--- src/rtl/bm_seq_divide_if.sv ---
// Handshake/result bundle for the sequential divider.
//   master : the requester -- drives start and both operands, observes status/results
//   slave  : the divider   -- consumes the request, drives busy/done and the results
// Signals:
//   start        request pulse, only looked at while the divider is idle
//   dividend_in  unsigned dividend, captured with an accepted start
//   divisor_in   unsigned divisor, captured with an accepted start
//   busy         high while quotient bits are being retired
//   done         one-cycle completion pulse
//   quotient     registered quotient, held until the next completion
//   remainder    registered remainder, held until the next completion
//   div_by_zero  registered with the quotient; set when the captured divisor was 0
interface bm_seq_divide_if #(
  parameter int BITS = 8
);
  logic            start;
  logic [BITS-1:0] dividend_in;
  logic [BITS-1:0] divisor_in;
  logic            busy;
  logic            done;
  logic [BITS-1:0] quotient;
  logic [BITS-1:0] remainder;
  logic            div_by_zero;

  modport master (
    output start, dividend_in, divisor_in,
    input  busy, done, quotient, remainder, div_by_zero
  );

  modport slave (
    input  start, dividend_in, divisor_in,
    output busy, done, quotient, remainder, div_by_zero
  );
endinterface

--- src/rtl/bm_seq_divide.sv ---
// Multi-cycle unsigned restoring divider. One quotient bit is retired per
// clock, MSB first; results are registered on the last step and announced
// by a one-cycle done pulse.
// Ports:
//   clock    single clock, all state changes on posedge
//   reset_n  asynchronous active-low reset; clears every register
//   bus      bm_seq_divide_if.slave -- start/operands in, busy/done/results out
module bm_seq_divide #(
  parameter int BITS = 8
) (
  input  logic            clock,
  input  logic            reset_n,
  bm_seq_divide_if.slave  bus
);

  localparam int CNT_W = (BITS > 2) ? $clog2(BITS) : 1;
  localparam logic [CNT_W-1:0] LAST_STEP = CNT_W'(BITS - 1);

  typedef enum logic [1:0] {
    S_IDLE = 2'd0,
    S_RUN  = 2'd1,
    S_DONE = 2'd2
  } state_t;

  state_t          state, state_nxt;

  logic [BITS:0]   pr_r;          // partial remainder, one guard bit
  logic [BITS-1:0] dvd_r;         // dividend, shifted out MSB first
  logic [BITS-1:0] dvs_r;         // captured divisor
  logic [BITS-1:0] qw_r;          // quotient bits collected so far
  logic [CNT_W-1:0] cnt_r;
  logic [BITS-1:0] quotient_r;
  logic [BITS-1:0] remainder_r;
  logic            dbz_r;

  logic [BITS+1:0] step;
  logic            q_bit;
  logic [BITS:0]   pr_nxt;
  logic            last_step;

  // One restoring iteration: bring in the next dividend bit, trial-subtract
  // the divisor and keep the difference only if it did not go negative.
  // Returns {quotient_bit, next_partial_remainder}.
  function automatic logic [BITS+1:0] restore_step(
    input logic [BITS:0]   pr,
    input logic            din,
    input logic [BITS-1:0] dvs
  );
    logic [BITS:0] trial;
    logic [BITS:0] diff;
    trial = {pr[BITS-1:0], din};
    diff  = trial - {1'b0, dvs};
    if (trial >= {1'b0, dvs}) return {1'b1, diff};
    else                      return {1'b0, trial};
  endfunction

  assign step      = restore_step(pr_r, dvd_r[BITS-1], dvs_r);
  assign q_bit     = step[BITS+1];
  assign pr_nxt    = step[BITS:0];
  assign last_step = (state == S_RUN) && (cnt_r == LAST_STEP);

  always_ff @(posedge clock or negedge reset_n) begin
    if (!reset_n) state <= S_IDLE;
    else          state <= state_nxt;
  end

  always_comb begin
    state_nxt = state;
    case (state)
      S_IDLE:  if (bus.start) state_nxt = S_RUN;
      S_RUN:   if (last_step) state_nxt = S_DONE;
      S_DONE:  state_nxt = S_IDLE;
      default: state_nxt = S_IDLE;
    endcase
  end

  always_ff @(posedge clock or negedge reset_n) begin
    if (!reset_n) begin
      pr_r        <= '0;
      dvd_r       <= '0;
      dvs_r       <= '0;
      qw_r        <= '0;
      cnt_r       <= '0;
      quotient_r  <= '0;
      remainder_r <= '0;
      dbz_r       <= 1'b0;
    end else begin
      if (state == S_IDLE && bus.start) begin
        dvd_r <= bus.dividend_in;
        dvs_r <= bus.divisor_in;
        pr_r  <= '0;
        qw_r  <= '0;
        cnt_r <= '0;
      end else if (state == S_RUN) begin
        pr_r  <= pr_nxt;
        dvd_r <= {dvd_r[BITS-2:0], 1'b0};
        qw_r  <= {qw_r[BITS-2:0], q_bit};
        // Counter holds at its final value so it never wraps mid-operation.
        if (!last_step) cnt_r <= cnt_r + CNT_W'(1);
        if (last_step) begin
          quotient_r  <= {qw_r[BITS-2:0], q_bit};
          remainder_r <= pr_nxt[BITS-1:0];
          dbz_r       <= (dvs_r == '0);
        end
      end
    end
  end

  assign bus.busy        = (state == S_RUN);
  assign bus.done        = (state == S_DONE);
  assign bus.quotient    = quotient_r;
  assign bus.remainder   = remainder_r;
  assign bus.div_by_zero = dbz_r;

endmodule
--- src/flat_wrapper.sv ---
// flat-port wrapper written by rule: the top's interface ports become plain ports
module bm_seq_divide_flat 
#(
  parameter int BITS = 8
)
  (clock, reset_n, bus_start, bus_dividend_in, bus_divisor_in, bus_busy, bus_done, bus_quotient, bus_remainder, bus_div_by_zero);
  bm_seq_divide_if #(.BITS(BITS)) bus_i ();
  input  logic clock;
  input  logic reset_n;
  input wire logic [$bits(bus_i.start)-1:0] bus_start;
  input wire logic [$bits(bus_i.dividend_in)-1:0] bus_dividend_in;
  input wire logic [$bits(bus_i.divisor_in)-1:0] bus_divisor_in;
  output wire logic [$bits(bus_i.busy)-1:0] bus_busy;
  output wire logic [$bits(bus_i.done)-1:0] bus_done;
  output wire logic [$bits(bus_i.quotient)-1:0] bus_quotient;
  output wire logic [$bits(bus_i.remainder)-1:0] bus_remainder;
  output wire logic [$bits(bus_i.div_by_zero)-1:0] bus_div_by_zero;
  assign bus_i.start = bus_start;
  assign bus_i.dividend_in = bus_dividend_in;
  assign bus_i.divisor_in = bus_divisor_in;
  assign bus_busy = bus_i.busy;
  assign bus_done = bus_i.done;
  assign bus_quotient = bus_i.quotient;
  assign bus_remainder = bus_i.remainder;
  assign bus_div_by_zero = bus_i.div_by_zero;
  bm_seq_divide #(.BITS(BITS)) u_core (.clock(clock), .reset_n(reset_n), .bus(bus_i));
endmodule
--- config.mk ---
export PLATFORM = sky130hd
export DESIGN_NAME = bm_seq_divide_flat
export DESIGN_NICKNAME = d
export VERILOG_FILES = /design/src/rtl/bm_seq_divide_if.sv /design/src/rtl/bm_seq_divide.sv /design/src/flat_wrapper.sv
export SDC_FILE = /design/constraint.sdc
export NUM_CORES = 1
export LEC_CHECK = 0
export ABC_AREA = 1
export BUFFER_PORTS_ARGS = -buffer_cell sky130_fd_sc_hd__clkbuf_2
export CAP_MARGIN = 20
export CORE_ASPECT_RATIO = 1.4
export CORE_MARGIN = 2
export CORE_UTILIZATION = 29
export CTS_CLUSTER_DIAMETER = 120
export DETAILED_ROUTE_END_ITERATION = 6
export SYNTH_ARGS = -nofsm -noshare
export SYNTH_HDL_FRONTEND = slang
export SYNTH_SLANG_ARGS = --single-unit
--- constraint.sdc ---
create_clock -name clock -period 2.8 [get_ports clock]
set_clock_uncertainty 0.2 [all_clocks]
set_input_delay 0.56 -clock clock [delete_from_list [all_inputs] [get_ports clock]]
set_output_delay 0.56 -clock clock [all_outputs]
set_load 0.01 [all_outputs]
==> results of run 1 <==
## cells in the final DEF, fill, tap and decap left out
cell type and n:
inv_1 45, nor2_4 2, nor2_2 1, nand2_1 109, bufinv_16 1, a32o_1 2
clkbuf_16 5, or2_0 1, o221ai_1 2, clkbuf_2 37, o21ai_0 11, a21oi_1 2
buf_4 2, a22oi_1 1, nand3_4 1, nand4_1 2, o211ai_1 4, nand4_2 1
clkinv_4 1, fa_1 1, o41ai_1 1, o21ai_1 6, buf_12 1, nand3_2 10
dfrtp_1 53, xor2_1 3, ha_1 10, clkbuf_1 1, a21oi_2 1, and2_4 1
nand3_1 19, inv_2 2, o22ai_1 7, nor2_1 7, nand2_2 6
## report_power, final
part | internal (mW) | switching [mW] | leakage (nW) | total (mW)
Clock | 0.424 | 0.266 | 0.0810 | 0.690
Sequential | 1.13 | 0.199 | 0.662 | 1.33
Combinational | 0.892 | 1.61 | 0.915 | 2.50
Total | 2.44 | 2.08 | 1.66 | 4.52
## final timing paths
| check | startpoint | cells after the start | endpoint |
|---|---|---|---|
| max in group asynchronous | reset_n | 2 | u_core.pr_r[1] |
| worst max register to register | u_core.state[0] | 5 | u_core.qw_r[0] |
| min in group clock | bus_dividend_in[2] | 3 | u_core.dvd_r[2] |
| worst min register to register | u_core.dvs_r[7] | 1 | u_core.bus.div_by_zero |
| worst min-delay path | reset_n | 1 | u_core.qw_r[4] |
| worst max-delay path | u_core.state[0] | 5 | u_core.qw_r[0] |
## state kept, by name, summed over array words and instances, names as in the netlist
signal	count
u_core.cnt_r	3
u_core.bus.div_by_zero	1
u_core.bus.quotient	8
u_core.pr_r	8
u_core.qw_r	7
u_core.bus.remainder	8
u_core.state	2
u_core.dvd_r	8
u_core.dvs_r	8
## critical path, stage by stage (launching register included)
cell and delay (ns):
dfrtp_1 0.40, nand2_2 0.24, inv_1 0.20, nor2_1 0.64, inv_1 0.39, o22ai_1 0.27
## routing by layer
metal  vias to the layer above  part of all wire (%)  global-route usage, %  wire [um]
li1                       1097                     -                      -          -
met1                      1051                    41                   15.4       2610
met2                        40                    52                   23.4       3330
met3                        17                   2.4                   1.89        155
met4                         0                   4.3                   6.85        276
met5                         -                     0                      0          0
## synth_stat cells, drive strengths merged
cell    number  area share, %
clkbuf       4           0.55
o221ai       2           0.65
nand3       30            7.9
dfrtp       53             49
a21oi        3           0.69
inv         47            6.5
a22oi        1           0.28
o211ai       4            1.1
buf          5            1.2
nand2      115             16
o41ai        1           0.32
nor2        10            2.0
and2         1           0.32
or2          1           0.23
nand4        3           0.92
o22ai        7            1.6
ha          10            4.6
xor2         3           0.97
fa           1           0.74
o21ai       17            3.1
a32o         2           0.74
## cell type report
type | instances | area share, %
Inverter | 47 | 5.54
Timing Repair Buffer | 40 | 6.92
Clock inverter | 2 | 1.22
Clock buffer | 6 | 4.05
Multi-Input combinational cell | 211 | 36.4
Tap cell | 107 | 4.21
Sequential cell | 53 | 41.7
## logic make-up after synthesis
group	count (synthesis)	synth area share (%)
flip-flops	53	49.0
AND/OR/NAND/NOR	160	27.9
adder cells (fa/ha/maj)	11	5.36
AO/OA/AOI/OAI	37	8.55
XOR/XNOR	3	0.970
buffers and inverters	56	8.31
==> results.py, run 1 <==
metrics = {
    "job": {
        "maxCapViolations": 0,
    },
    "timing": {
        "rsz0062_at_grt": "false",
        "hold_violations": 0,
        "relSlewSlack_pct": 47.8,
        "final.period_utilization_pct": 87.1,
        "totalNegativeSetupSlack_ns": 0,
        "period_needed_ns": 2.44,
        "timing_max_transition_violations_final": 0,
        "total_of_endpoints_with_negative_setup_slack_in_the_final_report": 0,
        "max_freq_mhz": 410,
        "setup_slack_ns": 0.361,
        "tightest_slew_ns": 0.780,
        "holdWs_ns": 0.112,
    },
    "logic_synthesis": {
        "synth_nets": 350,
        "ys_seq_elements": 53,
        "post_synth.cell_area_avg_sq_um": 8.47,
        "synthesis.area_sq_mm": 0.00271,
        "yosysSeqAreaShare_pct": 49.0,
        "post_synth_inst_count": 320,
        "synthesis.yosys.warnings": 0,
        "synthDistinctLibCells": 32,
    },
    "cells_and_area": {
        "design.final.nets": 388,
        "finalNonFillerCells": 466,
        "layout.filler_cells": 956,
        "share_of_post_route_cells_with_drive_strength_above_1_pct": 20.1,
        "fin_util_pct": 35.2,
        "synthToLayoutAreaGrowth_pct": 17.5,
        "area_of_combinational_cells_with_multiple_inputs_sq_mm": 0.00116,
        "layout.cell_area.non_filler_sq_mm": 0.00318,
        "diodes": 0,
        "seq_area_sq_mm": 0.00133,
    },
    "clock_tree": {
        "cts-root-buf": "clkbuf_16",
        "number_of_buffers_inserted_during_clock_tree_synthesis": 5,
        "postCtsHoldBufs": 0,
        "numClockSinks": 53,
        "cts-resized-gates": 0,
        "clock_tree.buffer_depth": 2,
        "tritoncts": "done",
        "htreeDepth": 2,
        "clk_transition_reported_paths_ns": 0.07,
        "worstSkewPairLatency_ns": 0.29,
        "cts.repair_timing.setup_buffer_count": 0,
    },
    "drt": {
        "route.antenna.remaining_nets": 0,
        "vias": 2205,
        "routed_wl_mm": 6.37,
        "route.detailed.drc": 0,
        "first_iter_violations": 98,
        "post_drt_wl_per_cell_um": 13.7,
        "detail_route.first_pass.iterations": 4,
        "route.detailed.vias_per_inst": 4.73,
    },
    "worst_setup_path": {
        "timing.setup.critical_path_class": "register to register",
        "cp_max_fo": 13,
        "cp-end-kind": "register",
        "cp_data_arrival_time_ns": 2.44,
        "worst-endpoint-required_ns": 2.80,
        "worst_setup_path_start_kind": "register",
        "reg2reg_setup_slack_ns": 0.36,
    },
    "grt": {
        "grt_start_max_net_pins": 28,
        "first_global_vias": 2348,
        "grt_usage_pct": 13.3,
        "number_of_antenna_violations_at_the_first_check_in_global_routing": 0,
        "first_pass_grt_wire_length_mm": 10.8,
        "grt.overflow.total": 0,
    },
    "floorplanning": {
        "die-area_sq_mm": 0.0101,
        "core_region_area_sq_mm": 0.00903,
        "num_io_pins": 38,
        "die_w_um": 85.7,
        "die-height_um": 118,
        "initial_utilization_pct": 30.0,
        "core.rowCount": 41,
    },
    "status": {
        "run_status": "complete, no violations",
    },
    "power": {
        "irDropWorstVdd_mv": 0.454,
        "totalPowerFinal_mw": 4.52,
        "static-leakage-power_nw": 1.66,
        "power_dens_cells_mw_per_mm2": 1420,
    },
    "min_path": {
        "worstHoldPathType": "input pin to asynchronous set/reset pin",
    },
    "placed_design": {
        "dp_cells": 458,
        "place.gp.congestion": 0.829,
        "placed_cell_area_sq_mm": 0.00301,
        "post-place-ws_ns": 0.398,
        "place.detailed.hpwl_mm": 4.94,
        "io_buffer_count": 37,
    },
}
(Power assumes the default switching activity.)
==> inputs of run 2 (changes only) <==
--- a/config.mk
+++ b/config.mk
@@ -8,7 +8,7 @@
 export ABC_AREA = 1
 export BUFFER_PORTS_ARGS = -buffer_cell sky130_fd_sc_hd__clkbuf_2
 export CAP_MARGIN = 20
-export CORE_ASPECT_RATIO = 1.4
+export CORE_ASPECT_RATIO = 0.8
 export CORE_MARGIN = 2
 export CORE_UTILIZATION = 29
 export CTS_CLUSTER_DIAMETER = 120
==> results.py, run 2 (synthesis results as in run 1) <==
metrics = {
    "worst_setup_path": {
        "cp-end-kind": "register",
        "worst_setup_path_start_kind": "register",
        "r2r-end": "u_core.dvd_r[6]",
        "cp_max_fo": 12,
        "timing.setup.critical_path_class": "register to register",
        "cp_data_arrival_time_ns": 2.15,
        "r2r-start": "u_core.state[0]",
        "reg2reg_setup_slack_ns": 0.65,
        "worst-endpoint-required_ns": 2.79,
        "ff2ff_path_depth": 5,
        "startpoint_of_the_most_critical_setup_path": "u_core.state[0]",
    },
    "drt": {
        "vias": 2120,
        "route.detailed.vias_per_inst": 4.46,
        "detail_route.first_pass.iterations": 4,
        "route.antenna.remaining_nets": 0,
        "route.detailed.drc": 0,
        "routed_wl_mm": 5.92,
        "post_drt_wl_per_cell_um": 12.5,
        "first_iter_violations": 141,
    },
    "power": {
        "pwr-share-clk_pct": 13.7,
        "switchingPower_mw": 2.03,
        "switching_share_pct": 46.3,
        "totalPowerFinal_mw": 4.38,
        "irDropWorstVdd_mv": 0.550,
        "p_comb_share_pct": 56.4,
        "intPower_mw": 2.35,
        "power_dens_cells_mw_per_mm2": 1390,
        "static-leakage-power_nw": 1.65,
        "power.sequential.fraction_pct": 29.9,
    },
    "grt": {
        "grt_start_max_net_pins": 54,
        "grt_usage_pct": 12.2,
        "first_global_vias": 2054,
        "number_of_antenna_violations_at_the_first_check_in_global_routing": 0,
        "grt.overflow.total": 0,
        "first_pass_grt_wire_length_mm": 10.1,
    },
    "timing": {
        "hold_violations": 0,
        "rsz0062_at_grt": "false",
        "tightest_slew_ns": 0.849,
        "relSlewSlack_pct": 43.2,
        "total_of_endpoints_with_negative_setup_slack_in_the_final_report": 0,
        "totalNegativeSetupSlack_ns": 0,
        "period_needed_ns": 2.15,
        "final.period_utilization_pct": 76.9,
        "timing_max_transition_violations_final": 0,
        "max_freq_mhz": 464,
    },
    "floorplanning": {
        "die-area_sq_mm": 0.0101,
        "die-height_um": 90.4,
        "die_w_um": 112,
        "core_region_area_sq_mm": 0.00908,
        "core.rowCount": 31,
        "num_io_pins": 38,
        "initial_utilization_pct": 29.8,
    },
    "clock_tree": {
        "clock_tree.buffer_depth": 2,
        "number_of_buffers_inserted_during_clock_tree_synthesis": 5,
        "tritoncts": "done",
        "postCtsHoldBufs": 0,
        "htreeDepth": 2,
        "numClockSinks": 53,
        "clk_transition_reported_paths_ns": 0.07,
        "cts-root-buf": "clkbuf_16",
        "cts.repair_timing.setup_buffer_count": 0,
        "cts-resized-gates": 0,
        "worstSkewPairLatency_ns": 0.29,
    },
    "job": {
        "maxCapViolations": 0,
    },
    "placed_design": {
        "place.gp.congestion": 0.819,
        "dp_cells": 467,
        "place.detailed.hpwl_mm": 4.42,
        "io_buffer_count": 37,
        "placed_cell_area_sq_mm": 0.00302,
    },
    "cells_and_area": {
        "layout.filler_cells": 987,
        "mostFrequentLayoutCell": "nand2_1",
        "fin_util_pct": 34.8,
        "share_of_post_route_cells_with_drive_strength_above_1_pct": 20.6,
        "synthToLayoutAreaGrowth_pct": 16.7,
        "commonest_cells_after_routing_fill_and_taps_aside": "109 x nand2_1, 53 x dfrtp_1, 45 x inv_1, 37 x clkbuf_2, 19 x nand3_1",
        "finalNonFillerCells": 475,
        "seq_area_sq_mm": 0.00133,
        "layout.cell_area.non_filler_sq_mm": 0.00316,
        "design.final.nets": 389,
        "area_of_combinational_cells_with_multiple_inputs_sq_mm": 0.00116,
        "diodes": 0,
    },
    "status": {
        "run_status": "complete, no violations",
    },
    "min_path": {
        "worstHoldPathType": "input pin to asynchronous set/reset pin",
    },
}
[run 2: cell types whose count changed in the layout (fill, tap and decap cells not counted), sizes merged]
cell      change
buf           +1
clkinvlp      +1
bufinv        -1
clkinv        +1
clkbuf        -1
[run 2: worst max path at each step]
stage	end	slack [ns]	cells after the start
CTS	u_core.dvd_r[7]	0.65	5
detailed placement	u_core.dvd_r[7]	0.44	6
floorplan	u_core.bus.remainder[7]	0.97	10
global route	u_core.dvd_r[3]	0.44	5
global placement	u_core.dvd_r[5]	0.51	6
finish	u_core.dvd_r[6]	0.65	5
[run 2: worst max-delay path, cell delays in order (launching register included)]
cell and delay (ns):
dfrtp_1 0.40, nand2_2 0.08, inv_1 0.05, nor2_1 0.65
inv_1 0.40, o221ai_1 0.27
[run 2: power by group through the flow]
stage | Sequential [mW] | Combinational [mW] | Clock, mW
after floorplan | 1.34 | 1.88 | 0
after CTS | 1.31 | 2.48 | 0.616
after global placement | 1.32 | 2.42 | 0
after detailed placement | 1.33 | 2.46 | 0
after global routing | 1.36 | 2.84 | 0.648
final | 1.31 | 2.47 | 0.601
[run 2: layout make-up]
cell class / count / share of cell area, %
Clock buffer: 5 / 3.96
Clock inverter: 3 / 0.554
Inverter: 47 / 5.58
Multi-Input combinational cell: 211 / 36.6
Sequential cell: 53 / 41.9
Tap cell: 115 / 4.55
Timing Repair Buffer: 41 / 6.81
[run 2: metal layers]
metal / part of all wire, % / track usage (%) / routed length (um)
met4: 0.37 / 2.13 / 22
met2: 40 / 17.0 / 2370
met5: 0 / 0 / 0
met1: 54 / 19.2 / 3210
met3: 5.2 / 2.89 / 310
[run 2: stage by stage]
step                worst slack (ns)  hold WS, ns
CTS                            0.654        0.220
floorplan                      0.970       0.0644
global route                   0.438        0.247
detailed placement             0.443        0.271
global placement               0.510        0.258
finish                         0.646        0.180
